==> src/rtl/fnd_scan_ctrl.sv <==
`default_nettype none
// ============================================================================
// Module      : fnd_scan_ctrl
// Description : 4-digit common-anode 7-segment scan controller for the
//               stopwatch. It shows sec.msec when sw=0 and hour.min when
//               sw=1. The time fields and sw are captured once per frame,
//               so a frame always shows one consistent time value.
// Revision    : 1.0 - initial release
// ----------------------------------------------------------------------------
// Parameters
//   CLK_HZ   - input clock frequency
//   SCAN_HZ  - per-digit refresh rate (CLK_HZ/SCAN_HZ must be >= 2)
// Ports
//   clk      in   1  system clock, rising edge
//   reset    in   1  asynchronous reset, active low
//   sw       in   1  display mode: 0 = sec.msec, 1 = hour.min
//   msec     in   7  hundredths of a second (0..99)
//   sec      in   6  seconds (0..59)
//   min      in   6  minutes (0..59)
//   hour     in   5  hours (0..23)
//   fnd_com  out  4  digit enables, active-low one-hot, bit0 = rightmost
//   fnd_data out  8  segments, active low, {dp,g,f,e,d,c,b,a}
// ============================================================================
module fnd_scan_ctrl #(
    parameter int CLK_HZ  = 100_000_000,
    parameter int SCAN_HZ = 1000
) (
    input  logic       clk,
    input  logic       reset,
    input  logic       sw,
    input  logic [6:0] msec,
    input  logic [5:0] sec,
    input  logic [5:0] min,
    input  logic [4:0] hour,
    output logic [3:0] fnd_com,
    output logic [7:0] fnd_data
);

    localparam int SCAN_DIV = CLK_HZ / SCAN_HZ;
    localparam int CNT_W    = (SCAN_DIV > 2) ? $clog2(SCAN_DIV) : 1;

    localparam logic [6:0] SEG_DASH = 7'h3F;  // only segment g lit

    // ------------------------------------------------------------------------
    // Helpers
    // ------------------------------------------------------------------------
    function automatic logic [6:0] seg7(input logic [3:0] v);
        case (v)
            4'd0:    seg7 = 7'h40;
            4'd1:    seg7 = 7'h79;
            4'd2:    seg7 = 7'h24;
            4'd3:    seg7 = 7'h30;
            4'd4:    seg7 = 7'h19;
            4'd5:    seg7 = 7'h12;
            4'd6:    seg7 = 7'h02;
            4'd7:    seg7 = 7'h78;
            4'd8:    seg7 = 7'h00;
            4'd9:    seg7 = 7'h10;
            default: seg7 = 7'h7F;
        endcase
    endfunction

    // Inputs are at most 127, so a quotient of 12 still fits 4 bits.
    // Out-of-range fields are replaced by dashes before their digits are used.
    function automatic logic [3:0] ones_of(input logic [6:0] v);
        ones_of = 4'(v % 7'd10);
    endfunction

    function automatic logic [3:0] tens_of(input logic [6:0] v);
        tens_of = 4'(v / 7'd10);
    endfunction

    // ------------------------------------------------------------------------
    // State
    // ------------------------------------------------------------------------
    logic [CNT_W-1:0] cnt_q,  cnt_d;
    logic [1:0]       sel_q,  sel_d;
    logic [6:0]       msec_q, msec_d;
    logic [5:0]       sec_q,  sec_d;
    logic [5:0]       min_q,  min_d;
    logic [4:0]       hour_q, hour_d;
    logic             mode_q, mode_d;
    logic [3:0]       com_q,  com_d;
    logic [7:0]       data_q, data_d;

    logic             scan_tick;
    logic             frame_end;
    logic [6:0]       lo_val, hi_val;
    logic             lo_ok,  hi_ok;
    logic [3:0]       digit_val;
    logic             digit_ok;
    logic [6:0]       seg_bits;
    logic             dp_n;

    // ------------------------------------------------------------------------
    // Next-state logic
    // ------------------------------------------------------------------------
    always_comb begin
        scan_tick = (cnt_q == CNT_W'(SCAN_DIV - 1));
        cnt_d     = scan_tick ? '0 : cnt_q + CNT_W'(1);
        sel_d     = scan_tick ? sel_q + 2'd1 : sel_q;

        // The snapshot changes on the same edge that moves from digit3 to
        // digit0. The output register still samples digit3 from the old
        // snapshot on that edge, so no frame mixes old and new values.
        frame_end = scan_tick && (sel_q == 2'd3);
        msec_d    = frame_end ? msec : msec_q;
        sec_d     = frame_end ? sec  : sec_q;
        min_d     = frame_end ? min  : min_q;
        hour_d    = frame_end ? hour : hour_q;
        mode_d    = frame_end ? sw   : mode_q;

        // Digits 0/1 come from the low field and digits 2/3 from the high
        // field. Each field is shown as two decimal digits.
        if (mode_q) begin
            lo_val = {1'b0, min_q};
            lo_ok  = (min_q <= 6'd59);
            hi_val = {2'b00, hour_q};
            hi_ok  = (hour_q <= 5'd23);
        end else begin
            lo_val = msec_q;
            lo_ok  = (msec_q <= 7'd99);
            hi_val = {1'b0, sec_q};
            hi_ok  = (sec_q <= 6'd59);
        end

        case (sel_q)
            2'd0:    begin digit_val = ones_of(lo_val); digit_ok = lo_ok; end
            2'd1:    begin digit_val = tens_of(lo_val); digit_ok = lo_ok; end
            2'd2:    begin digit_val = ones_of(hi_val); digit_ok = hi_ok; end
            default: begin digit_val = tens_of(hi_val); digit_ok = hi_ok; end
        endcase

        seg_bits = digit_ok ? seg7(digit_val) : SEG_DASH;

        // The dp on digit2 follows the first half of each second in both
        // modes, which gives a 1 Hz blink.
        dp_n = !((sel_q == 2'd2) && (msec_q < 7'd50));

        com_d  = ~(4'b0001 << sel_q);
        data_d = {dp_n, seg_bits};
    end

    // ------------------------------------------------------------------------
    // Registers
    // ------------------------------------------------------------------------
    always_ff @(posedge clk or negedge reset) begin
        if (!reset) begin
            cnt_q  <= '0;
            sel_q  <= 2'd0;
            msec_q <= 7'd0;
            sec_q  <= 6'd0;
            min_q  <= 6'd0;
            hour_q <= 5'd0;
            mode_q <= 1'b0;
            com_q  <= 4'b1111;
            data_q <= 8'hFF;
        end else begin
            cnt_q  <= cnt_d;
            sel_q  <= sel_d;
            msec_q <= msec_d;
            sec_q  <= sec_d;
            min_q  <= min_d;
            hour_q <= hour_d;
            mode_q <= mode_d;
            com_q  <= com_d;
            data_q <= data_d;
        end
    end

    assign fnd_com  = com_q;
    assign fnd_data = data_q;

endmodule
`default_nettype wire
==> config.mk <==
export PLATFORM = sky130hd
export DESIGN_NAME = fnd_scan_ctrl
export DESIGN_NICKNAME = d
export VERILOG_FILES = /design/src/rtl/fnd_scan_ctrl.sv
export SDC_FILE = /design/constraint.sdc
export NUM_CORES = 1
export LEC_CHECK = 0
export BUFFER_PORTS_ARGS = -buffer_cell sky130_fd_sc_hd__clkbuf_2
export CAP_MARGIN = 10
export CORE_MARGIN = 8
export CORE_UTILIZATION = 55
export CTS_CLUSTER_DIAMETER = 30
export DETAILED_ROUTE_END_ITERATION = 10
export PLACE_DENSITY = 0.73
export SLEW_MARGIN = 25
export SYNTH_ARGS = -nofsm -noshare
export SYNTH_HDL_FRONTEND = slang
export SYNTH_SLANG_ARGS = --single-unit
export TNS_END_PERCENT = 100
==> constraint.sdc <==
create_clock -name clk -period 5.5 [get_ports clk]
set_input_delay 0.825 -clock clk [delete_from_list [all_inputs] [get_ports clk]]
set_output_delay 0.825 -clock clk [all_outputs]
set_load 0.05 [all_outputs]
After elaboration in Yosys (flattened, before gate mapping)
Memory sizes are Yosys's and may differ from the RTL's. Index checks and enable logic that the tools add are counted.

Flip-flop bits (word level): 56. Memories: 1. Output and inout bits: 12. Bits in read-only memories: 112. Logic and storage cells: 40. Input bits: 27.

Order comparisons: 5. Divide/modulo/power cells: 4. Shifts and indexed selects: 1. Eq/ne operators: 4. Reductions and logical operators: 5. Bitwise gates (word level): 1. $add $sub $neg: 2. Mux-type cells: 8.

Memories: (no name shown) (words 16, bits a word 7, read ports 1, clocked after Yosys merged registers in 0, write ports 0, RTL line 48) `case (v)`.

Operators with widths (count): 17-bit by 1-bit adder with 17-bit output, second input constant (1); 17-bit equality test, second input constant (1); 17-bit 2-to-1 mux (1); 7-bit by 4-bit divider with 7-bit output, second input constant (2); 7-bit by 4-bit modulo with 7-bit output, second input constant (2); 7-bit 2-to-1 mux (2); 6-bit less-or-equal comparator, second input constant (2); 4-bit one-hot mux with 3 select lines (1); 7-bit less-or-equal comparator, second input constant (1); 7-bit by 6-bit less-than comparator with 1-bit output, second input constant (1); 6-bit 2-to-1 mux (1); 5-bit less-or-equal comparator, second input constant (1); 2-bit equality test, second input constant (2); 4-bit NOT (1); 1-bit by 2-bit << shifter with 4-bit output, first input constant (1); 1-bit 2-to-1 mux (3); 2-bit by 1-bit adder with 2-bit output, second input constant (1); 2-bit by 1-bit equality test with 1-bit output, second input constant (1); 1-bit logical AND (2); 2-bit zero test (1); 2-bit OR reduction (1); 1-bit zero test (1).

Depth between registers and ports, before layout
Gate-level depths: netlist of run 1. An unclocked memory read counts as a cell.

Depth in word-level cells: 5. Mapped depth: 22. Gate-level depth less buffers: 21.

Worst setup path after synthesis of run 1
Ideal clock, no wire load.

Path type: register -> register. From: register sel_q[1]. To: register data_q[3] (netlist: fnd_data[3]). Cell stages (with the launch flop): 22. Path buffers: 1. Required time: 5418 ps. Arrival time: 4128 ps. Period minus slack after synthesis: 4210 ps. Slack: 1290 ps. Setup time: 82 ps. Cells stage by stage: dfrtp_1 > inv_1 > ha_1 > buf_4 > nor4bb_1 > a22oi_1 > ha_1 > a221o_1 > a31oi_1 > o21a_1 > a21oi_1 > ha_1 > nand2_1 > o2bb2ai_1 > o21a_1 > nor2_1 > a22o_1 > a31oi_1 > inv_1 > ha_1 > nor3_1 > nor3_2.

Word-level cells in the longest chain between the ends: 4. Elaborated cells on any way between the ends: 8. Those cells by class: eq/ne (2); mux (3); reduce/logical (2); memory (1).

RTL lines: from (decl) (RTL line 77) `logic [1:0] sel_q, sel_d;`; from (signal assigned) (RTL line 160) `sel_q <= sel_d;`; 2-bit equality test, or another cell as far along (RTL line 127) `case (sel_q)`; 4-bit one-hot mux with 3 select lines / 2-bit OR reduction (equally long branches); memory 16 x 7 bit / 1-bit 2-to-1 mux (equally long branches); 7-bit 2-to-1 mux * (RTL line 134) `seg_bits = digit_ok ? seg7(digit_val) : SEG_DASH;`; named net seg_bits[3] (RTL line 92) `logic [6:0] seg_bits;`; to (signal assigned) (RTL line 167) `data_q <= data_d;`; to (decl) (RTL line 84) `logic [7:0] data_q, data_d;`.

Mark *: on every way through the listed nets, which the timed path passes. The rest lies on a longest branch. A chain may end at the register's enable or synchronous reset.

Worst setup path after layout of run 1
Ends and elaborated chain as after synthesis.

==> results of run 1 <==
[cell type report]
class	instances	area [sq um]	share of cell area, %
Clock buffer	5	68.82	1.741
Multi-Input combinational cell	270	2079	52.59
Timing Repair Buffer	41	212.7	5.380
Clock inverter	3	22.52	0.5696
Tap cell	77	96.34	2.437
Sequential cell	56	1416	35.82
Inverter	15	57.56	1.456
[kinds of logic (layout without fill, tap and decap cells)]
family / after synthesis / count (layout)
muxes: 39 / 39
and+or+nand+nor: 128 / 128
AOI/OAI and AO/OA: 72 / 72
buffers and inverters: 28 / 64
adders and majority gates: 14 / 14
DFF: 56 / 56
xor gates and xnor gates: 17 / 17
[critical path, delay by kind of cell, from the launching register on]
family	cells	cell delay, ns
compound gates	9	1.86
simple gates	5	0.99
fa+ha+maj	4	1.31
buf+inv	2	0.24
flops	1	0.41
[Yosys cell counts (4+ instances only)]
cell type	count
ha_1	14
mux2i_1	4
a21oi_1	8
dfrtp_1	44
nand2b_1	7
o21ai_0	13
nor3_1	6
xnor2_1	9
nand4_1	5
xor2_1	8
inv_1	9
buf_2	6
mux4_2	9
dfstp_2	12
nand2_1	27
a31oi_1	4
nor2_1	36
nand3_1	16
o21ai_1	4
mux2_2	26
inv_2	4
[per-layer routing]
| layer | wire length, microns | global-route usage (%) | up-vias |
|---|---|---|---|
| met1 | 3594 | 22.54 | 1383 |
| met5 | 0 | 0 | - |
| li1 | - | - | 1364 |
| met3 | 479 | 3.627 | 8 |
| met2 | 3537 | 25.99 | 92 |
| met4 | 86 | 4.895 | 0 |
[registers in the layout, summed over array words and instances (netlist names)]
signal    flops
fnd_data      8
sel_q         2
fnd_com       4
hour_q        5
mode_q        1
min_q         6
cnt_q        17
msec_q        7
sec_q         6
[cells in the final DEF, fill, tap and decap left out, types with 6 or more instances in the layout]
cell type / netlist / layout
clkbuf_2: 1 / 38
dfrtp_1: 44 / 44
dfstp_2: 12 / 12
xor2_1: 8 / 8
o21ai_0: 13 / 13
a21oi_1: 8 / 8
nand3_1: 16 / 16
nand2_1: 27 / 27
ha_1: 14 / 14
mux2_2: 26 / 26
nor3_1: 6 / 6
nand2b_1: 7 / 7
xnor2_1: 9 / 9
mux4_2: 9 / 9
nor2_1: 36 / 36
inv_1: 9 / 9
[power by group]
group          switching, mW  total (mW)  internal (mW)
Clock                  0.141       0.233         0.0917
Sequential            0.0190       0.472          0.453
Combinational          0.185       0.285          0.100
Total                  0.346       0.990          0.645
[worst max path at each step]
stage | end | slack (ns) | cells past startpoint
after floorplan | fnd_data[3] | 1.29 | 21
after global placement | fnd_data[3] | 0.92 | 19
after detailed placement | fnd_data[3] | 0.68 | 20
after CTS | fnd_data[3] | 0.63 | 20
after global routing | fnd_data[5] | 0.13 | 21
final | fnd_data[3] | 0.62 | 20
==> flow_metrics.env, run 1 <==
export IMPL_status="finished clean"
export IMPL_fin_crit_ns=4.884
export IMPL_setup_ws_ns=0.6163
export IMPL_synthTopCellsByArea="dfrtp_1, dfstp_2, mux2_2, mux4_2, ha_1"
export IMPL_drt_iter0_drc=350
export IMPL_routabilityCongestion=0.9130
export IMPL_hold_path_end="cnt_q[4]"
export IMPL_setup_tns_ns=0
export IMPL_crit_arrival_ns=5.14
export IMPL_relSlewSlack_pct=49.20
export IMPL_synth_area_sq_um=3637
export IMPL_setup_viol=0
export IMPL_drive_above_1_share_pct=29.23
export IMPL_fmax_mhz=204.8
export IMPL_synthSimpleGateAreaFrac_pct=18.47
export IMPL_pin_count=39
export IMPL_synth_compound_area_share_pct=15.07
export IMPL_place_area_sq_um=3862
export IMPL_layout_cells_non_filler=467
export IMPL_synth_xor_area_share_pct=4.094
export IMPL_cts_sinks=56
export IMPL_dieArea_sq_um=9471
export IMPL_clk_latency_ns=0.32
export IMPL_dp_cells=459
export IMPL_synthFlopType="dfrtp_1"
export IMPL_syn_avg_cell_area_sq_um=10.27
export IMPL_fin_area_sq_um=3954
export IMPL_dr_pass1_iters=4
export IMPL_hold_viol=0
export IMPL_io_buffers=38
export IMPL_fin_util_pct=61.91
export IMPL_die_h_microns=97.32
export IMPL_yosys_register_bits=56
export IMPL_hold_path_class="register to register"
export IMPL_tightestPinTransition_ns=0.7591
export IMPL_critical_path_required_ns=5.75
export IMPL_whs_ns=0.4783
export IMPL_synth_warnings=0
export IMPL_cts_repair_resized=0
export IMPL_antenna_found_initial=0
export IMPL_placement_setup_worst_slack_ns=0.6750
export IMPL_rows=29
export IMPL_nNetsFinal=430
export IMPL_track_usage_pct=16.67
export IMPL_setup_worst_path_class="register to register"
export IMPL_holdCritStartpoint="cnt_q[4]"
export IMPL_slew_viol_final=0
export IMPL_power_mw=0.9905
export IMPL_period_share_pct=88.79
export IMPL_grt_overflow=0
export IMPL_grt_pass1_vias=2831
export IMPL_ys_async_sr_fraction_pct=100.0
export IMPL_yosysTopAreaCell="dfrtp_1"
export IMPL_r2r_end="fnd_data[3]"
export IMPL_cts_clk_slew_worst_paths_ns=0.10
export IMPL_routedWlPerCell_microns=16.48
export IMPL_ir_drop_mv=0.2568
export IMPL_num_antenna_cells=0
export IMPL_end_kind="register"
export IMPL_root_buffer="clkbuf_8"
export IMPL_maxCapViolCount=0
export IMPL_grt_start_max_net_pins=57
export IMPL_core_area_sq_um=6386
export IMPL_reg2reg_depth=20
export IMPL_crit_path_frequent_cell="ha_1"
export IMPL_power_density_nw_per_um2=250.5
export IMPL_syn_inst=354
export IMPL_synth_top_area_share_pct=30.27
export IMPL_r2r_start="sel_q[1]"
export IMPL_dp_hpwl_microns=5679
export IMPL_routed_wl_microns=7697
export IMPL_vias_per_cell=6.096
export IMPL_drc_errors=0
export IMPL_die_w_microns=97.32
export IMPL_start_util_pct=56.96
export IMPL_slowest_stage="nor4bb_1"
export IMPL_fill_cells=542
export IMPL_clockBufferDepth=2
export IMPL_cp_startpoint="sel_q[1]"
export IMPL_cts_hold_buf=0
export IMPL_synth_top_family_by_area="simple AND/OR/NAND/NOR gates"
export IMPL_synth_seq_area_share_pct=38.94
export IMPL_grt_pass1_wl_microns=13470
export IMPL_cts_setup_buffers=0
export IMPL_synth_adder_area_share_pct=4.816
export IMPL_grt_setup_unrepaired="false"
export IMPL_synth_cell_types=74
export IMPL_cts_tree="built"
export IMPL_synth_edf_count=0
export IMPL_syn_to_final_growth_pct=8.703
export IMPL_start_kind="register"
export IMPL_whs_path_depth=1
export IMPL_mappedNetlistNets=395
export IMPL_worstPathCellList="inv_1, ha_1, nor4bb_1, a22oi_1, ha_1, a221o_1, a31oi_1, o21a_1, a21oi_1, ha_1, nand2_1, o2bb2ai_1, o21a_1, nor2_1, a22o_1, a31oi_1, inv_1, ha_1, nor3_1, nor3_2"
export IMPL_rrSetupSlack_ns=0.62
export IMPL_cts_buffers=5
export IMPL_power_leakage_nw=1.685
export IMPL_slowest_delay_ns=0.56
export IMPL_final_setup_skew_ns=0.007086
export IMPL_crit_fanout=11
export IMPL_htreeDepth=2
export IMPL_antenna_left=0
export IMPL_synth_area_mux_share_pct=14.72
export IMPL_vias=2847
Note: power is estimated with default switching activity, not from simulation.
==> inputs of run 2 (changes only) <==
--- a/config.mk
+++ b/config.mk
@@ -5,13 +5,14 @@
 export SDC_FILE = /design/constraint.sdc
 export NUM_CORES = 1
 export LEC_CHECK = 0
+export ABC_AREA = 1
 export BUFFER_PORTS_ARGS = -buffer_cell sky130_fd_sc_hd__clkbuf_2
 export CAP_MARGIN = 10
 export CORE_MARGIN = 8
 export CORE_UTILIZATION = 55
-export CTS_CLUSTER_DIAMETER = 30
 export DETAILED_ROUTE_END_ITERATION = 10
-export PLACE_DENSITY = 0.73
+export GPL_TIMING_DRIVEN = 0
+export PLACE_DENSITY = 0.74
 export SLEW_MARGIN = 25
 export SYNTH_ARGS = -nofsm -noshare
 export SYNTH_HDL_FRONTEND = slang
==> run 2 against run 1 <==
Compared with the run above: count of clock-buffer cells in the layout up 2; clock power about the same; sequential cell count unchanged; die area down 2.0%; critical path type unchanged; highest routed layer unchanged.
==> flow_metrics.env, run 2 <==
export IMPL_pin_count=39
export IMPL_synthMostInstantiatedCell="nand2_1"
export IMPL_grt_pass1_wl_microns=12660
export IMPL_place_area_sq_um=3840
export IMPL_hold_path_end="cnt_q[0]"
export IMPL_layout_commonest_cell="nand2_1"
export IMPL_synth_adder_area_share_pct=4.933
export IMPL_fin_crit_ns=4.014
export IMPL_grt_start_max_net_pins=57
export IMPL_drive_above_1_share_pct=24.59
export IMPL_io_buffers=38
export IMPL_setup_tns_ns=0
export IMPL_synth_area_mux_share_pct=7.928
export IMPL_ir_drop_mv=0.3425
export IMPL_yosys_register_bits=56
export IMPL_maxCapViolCount=0
export IMPL_vias_per_cell=5.111
export IMPL_cts_buffers=5
export IMPL_nNetsFinal=532
export IMPL_synth_area_sq_um=3551
export IMPL_holdCritStartpoint="cnt_q[0]"
export IMPL_tightestPinTransition_ns=0.7172
export IMPL_drc_errors=0
export IMPL_synthFlopType="dfrtp_1"
export IMPL_most_common_layout_cells="nand2_1, inv_1, dfrtp_1"
export IMPL_htreeDepth=2
export IMPL_setup_worst_path_class="register to register"
export IMPL_drt_iter0_drc=148
export IMPL_clockBufferDepth=2
export IMPL_synthTopCellsByArea="dfrtp_1, nand2_1, dfstp_2, mux2_2, inv_1"
export IMPL_setup_viol=0
export IMPL_fin_area_sq_um=3934
export IMPL_synthSimpleGateAreaFrac_pct=30.30
export IMPL_slowest_delay_ns=0.38
export IMPL_routabilityCongestion=0.8591
export IMPL_core_area_sq_um=6314
export IMPL_start_kind="register"
export IMPL_start_util_pct=56.24
export IMPL_synth_seq_area_share_pct=39.89
export IMPL_power_leakage_nw=1.982
export IMPL_ys_async_sr_fraction_pct=100.0
export IMPL_status="finished clean"
export IMPL_clk_latency_ns=0.31
export IMPL_syn_inst=446
export IMPL_antenna_left=0
export IMPL_relSlewSlack_pct=52.19
export IMPL_regMostFlops="cnt_q"
export IMPL_die_w_microns=96.35
export IMPL_dr_pass1_iters=4
export IMPL_num_antenna_cells=0
export IMPL_synth_compound_area_share_pct=8.175
export IMPL_end_kind="register"
export IMPL_synth_top_area_share_pct=31.01
export IMPL_slew_viol_final=0
export IMPL_yosysTopAreaCell="dfrtp_1"
export IMPL_syn_avg_cell_area_sq_um=7.962
export IMPL_mappedNetlistNets=487
export IMPL_whs_path_depth=1
export IMPL_ys_top_cells_by_count="nand2_1, inv_1, dfrtp_1"
export IMPL_grt_overflow=0
export IMPL_cts_hold_buf=0
export IMPL_r2r_end="fnd_data[3]"
export IMPL_vias=2908
export IMPL_period_share_pct=72.98
export IMPL_routed_wl_microns=6971
export IMPL_track_usage_pct=16.78
export IMPL_syn_to_final_growth_pct=10.78
export IMPL_rrSetupSlack_ns=1.49
export IMPL_grt_setup_unrepaired="false"
export IMPL_synth_warnings=0
export IMPL_synth_top_family_by_area="simple AND/OR/NAND/NOR gates"
export IMPL_synth_cell_types=40
export IMPL_synth_xor_area_share_pct=0.4933
export IMPL_cts_tree="built"
export IMPL_fill_cells=579
export IMPL_die_h_microns=96.35
export IMPL_hold_viol=0
export IMPL_reg2reg_depth=26
export IMPL_cts_setup_buffers=0
export IMPL_routedWlPerCell_microns=12.25
export IMPL_root_buffer="clkbuf_8"
export IMPL_critical_path_required_ns=5.74
export IMPL_cts_sinks=56
export IMPL_r2r_start="sel_q[1]"
export IMPL_dp_hpwl_microns=5476
export IMPL_hold_path_class="register to register"
export IMPL_crit_fanout=10
export IMPL_fmax_mhz=249.1
export IMPL_final_setup_skew_ns=0.007328
export IMPL_synth_edf_count=0
export IMPL_power_density_nw_per_um2=263.3
export IMPL_crit_arrival_ns=4.25
export IMPL_cts_repair_resized=0
export IMPL_cts_clk_slew_worst_paths_ns=0.09
export IMPL_antenna_found_initial=0
export IMPL_grt_pass1_vias=2968
export IMPL_rows=29
export IMPL_dieArea_sq_um=9283
export IMPL_crit_path_frequent_cell="nand2_1"
export IMPL_slowest_stage="dfrtp_1"
export IMPL_largest_reg_flops=17
[run 2: changes by cell type in the layout (fill, tap and decap cells not counted), sizes merged, moves of 6 or more]
cell	delta
mux4	-9
nand2	+101
xnor2	-9
nand2b	-7
nand3	+31
inv	+53
xor2	-6
nor2	-8
o21ai	+10
[run 2: cells by family (layout without fill, tap and decap cells)]
family / Yosys count / after routing
compound gates: 47 / 47
simple gates: 229 / 229
fa+ha+maj: 14 / 14
buf+inv: 73 / 119
xor+xnor: 2 / 2
mux: 25 / 25
flops: 56 / 56
[run 2: cell type report]
class                      count  area (sq um)  share of cell area, %
multi-input combinational    317          1841                  46.79
clock inverter                 1         7.507                 0.1908
buffer                         6         40.04                  1.018
clock buffer                   7         86.33                  2.195
timing repair buffer          38         192.7                  4.898
inverter                      67         254.0                  6.457
sequential                    56          1416                  36.01
tap                           77         96.34                  2.449
[run 2: worst max path at each step]
| stage | from | slack, ns | endpoint | depth (start not counted) |
|---|---|---|---|---|
| after global routing | sel_q[1] | 1.02 | fnd_data[6] | 28 |
| after detailed placement | sel_q[1] | 1.50 | fnd_data[6] | 28 |
| final | sel_q[1] | 1.49 | fnd_data[3] | 26 |
| after floorplan | sel_q[1] | 1.90 | fnd_data[3] | 26 |
| after CTS | sel_q[1] | 1.47 | fnd_data[3] | 26 |
| after global placement | sel_q[1] | 1.64 | fnd_data[3] | 26 |
[run 2: routing by layer]
| layer | wire, microns | GRT usage (%) |
|---|---|---|
| met1 | 3429 | 21.44 |
| met2 | 3175 | 28.09 |
| met3 | 289 | 3.276 |
| met4 | 76 | 5.044 |
| met5 | 0 | 0 |
[run 2: where the power goes]
part	total, mW	leakage, nW	switching [mW]	internal, mW
Sequential	0.474	0.668	0.0131	0.461
Clock	0.232	0.0445	0.129	0.103
Combinational	0.330	1.27	0.233	0.0970
[run 2: worst max-delay path, delay by kind of cell, from the launching register on]
family / cells / cell delay, ns
and+or+nand+nor: 16 / 1.96
adders and majority gates: 4 / 0.83
buffers and inverters: 4 / 0.44
DFF: 1 / 0.38
AOI/OAI and AO/OA: 2 / 0.35
[run 2: per-stage QoR]
step	std cells	setup WS (ns)	total power [mW]	hold slack (ns)	util (%)
5_1_grt	569	1.016	1.097	0.4796	62.31
3_3_place_gp	561	1.639	0.8059	0.4487	60.78
4_1_cts	569	1.475	1.044	0.4721	62.31
3_5_place_dp	561	1.502	0.8136	0.4590	60.82
6_report	569	1.486	1.036	0.4712	62.31
2_1_floorplan	446	1.902	0.7417	0.4329	-
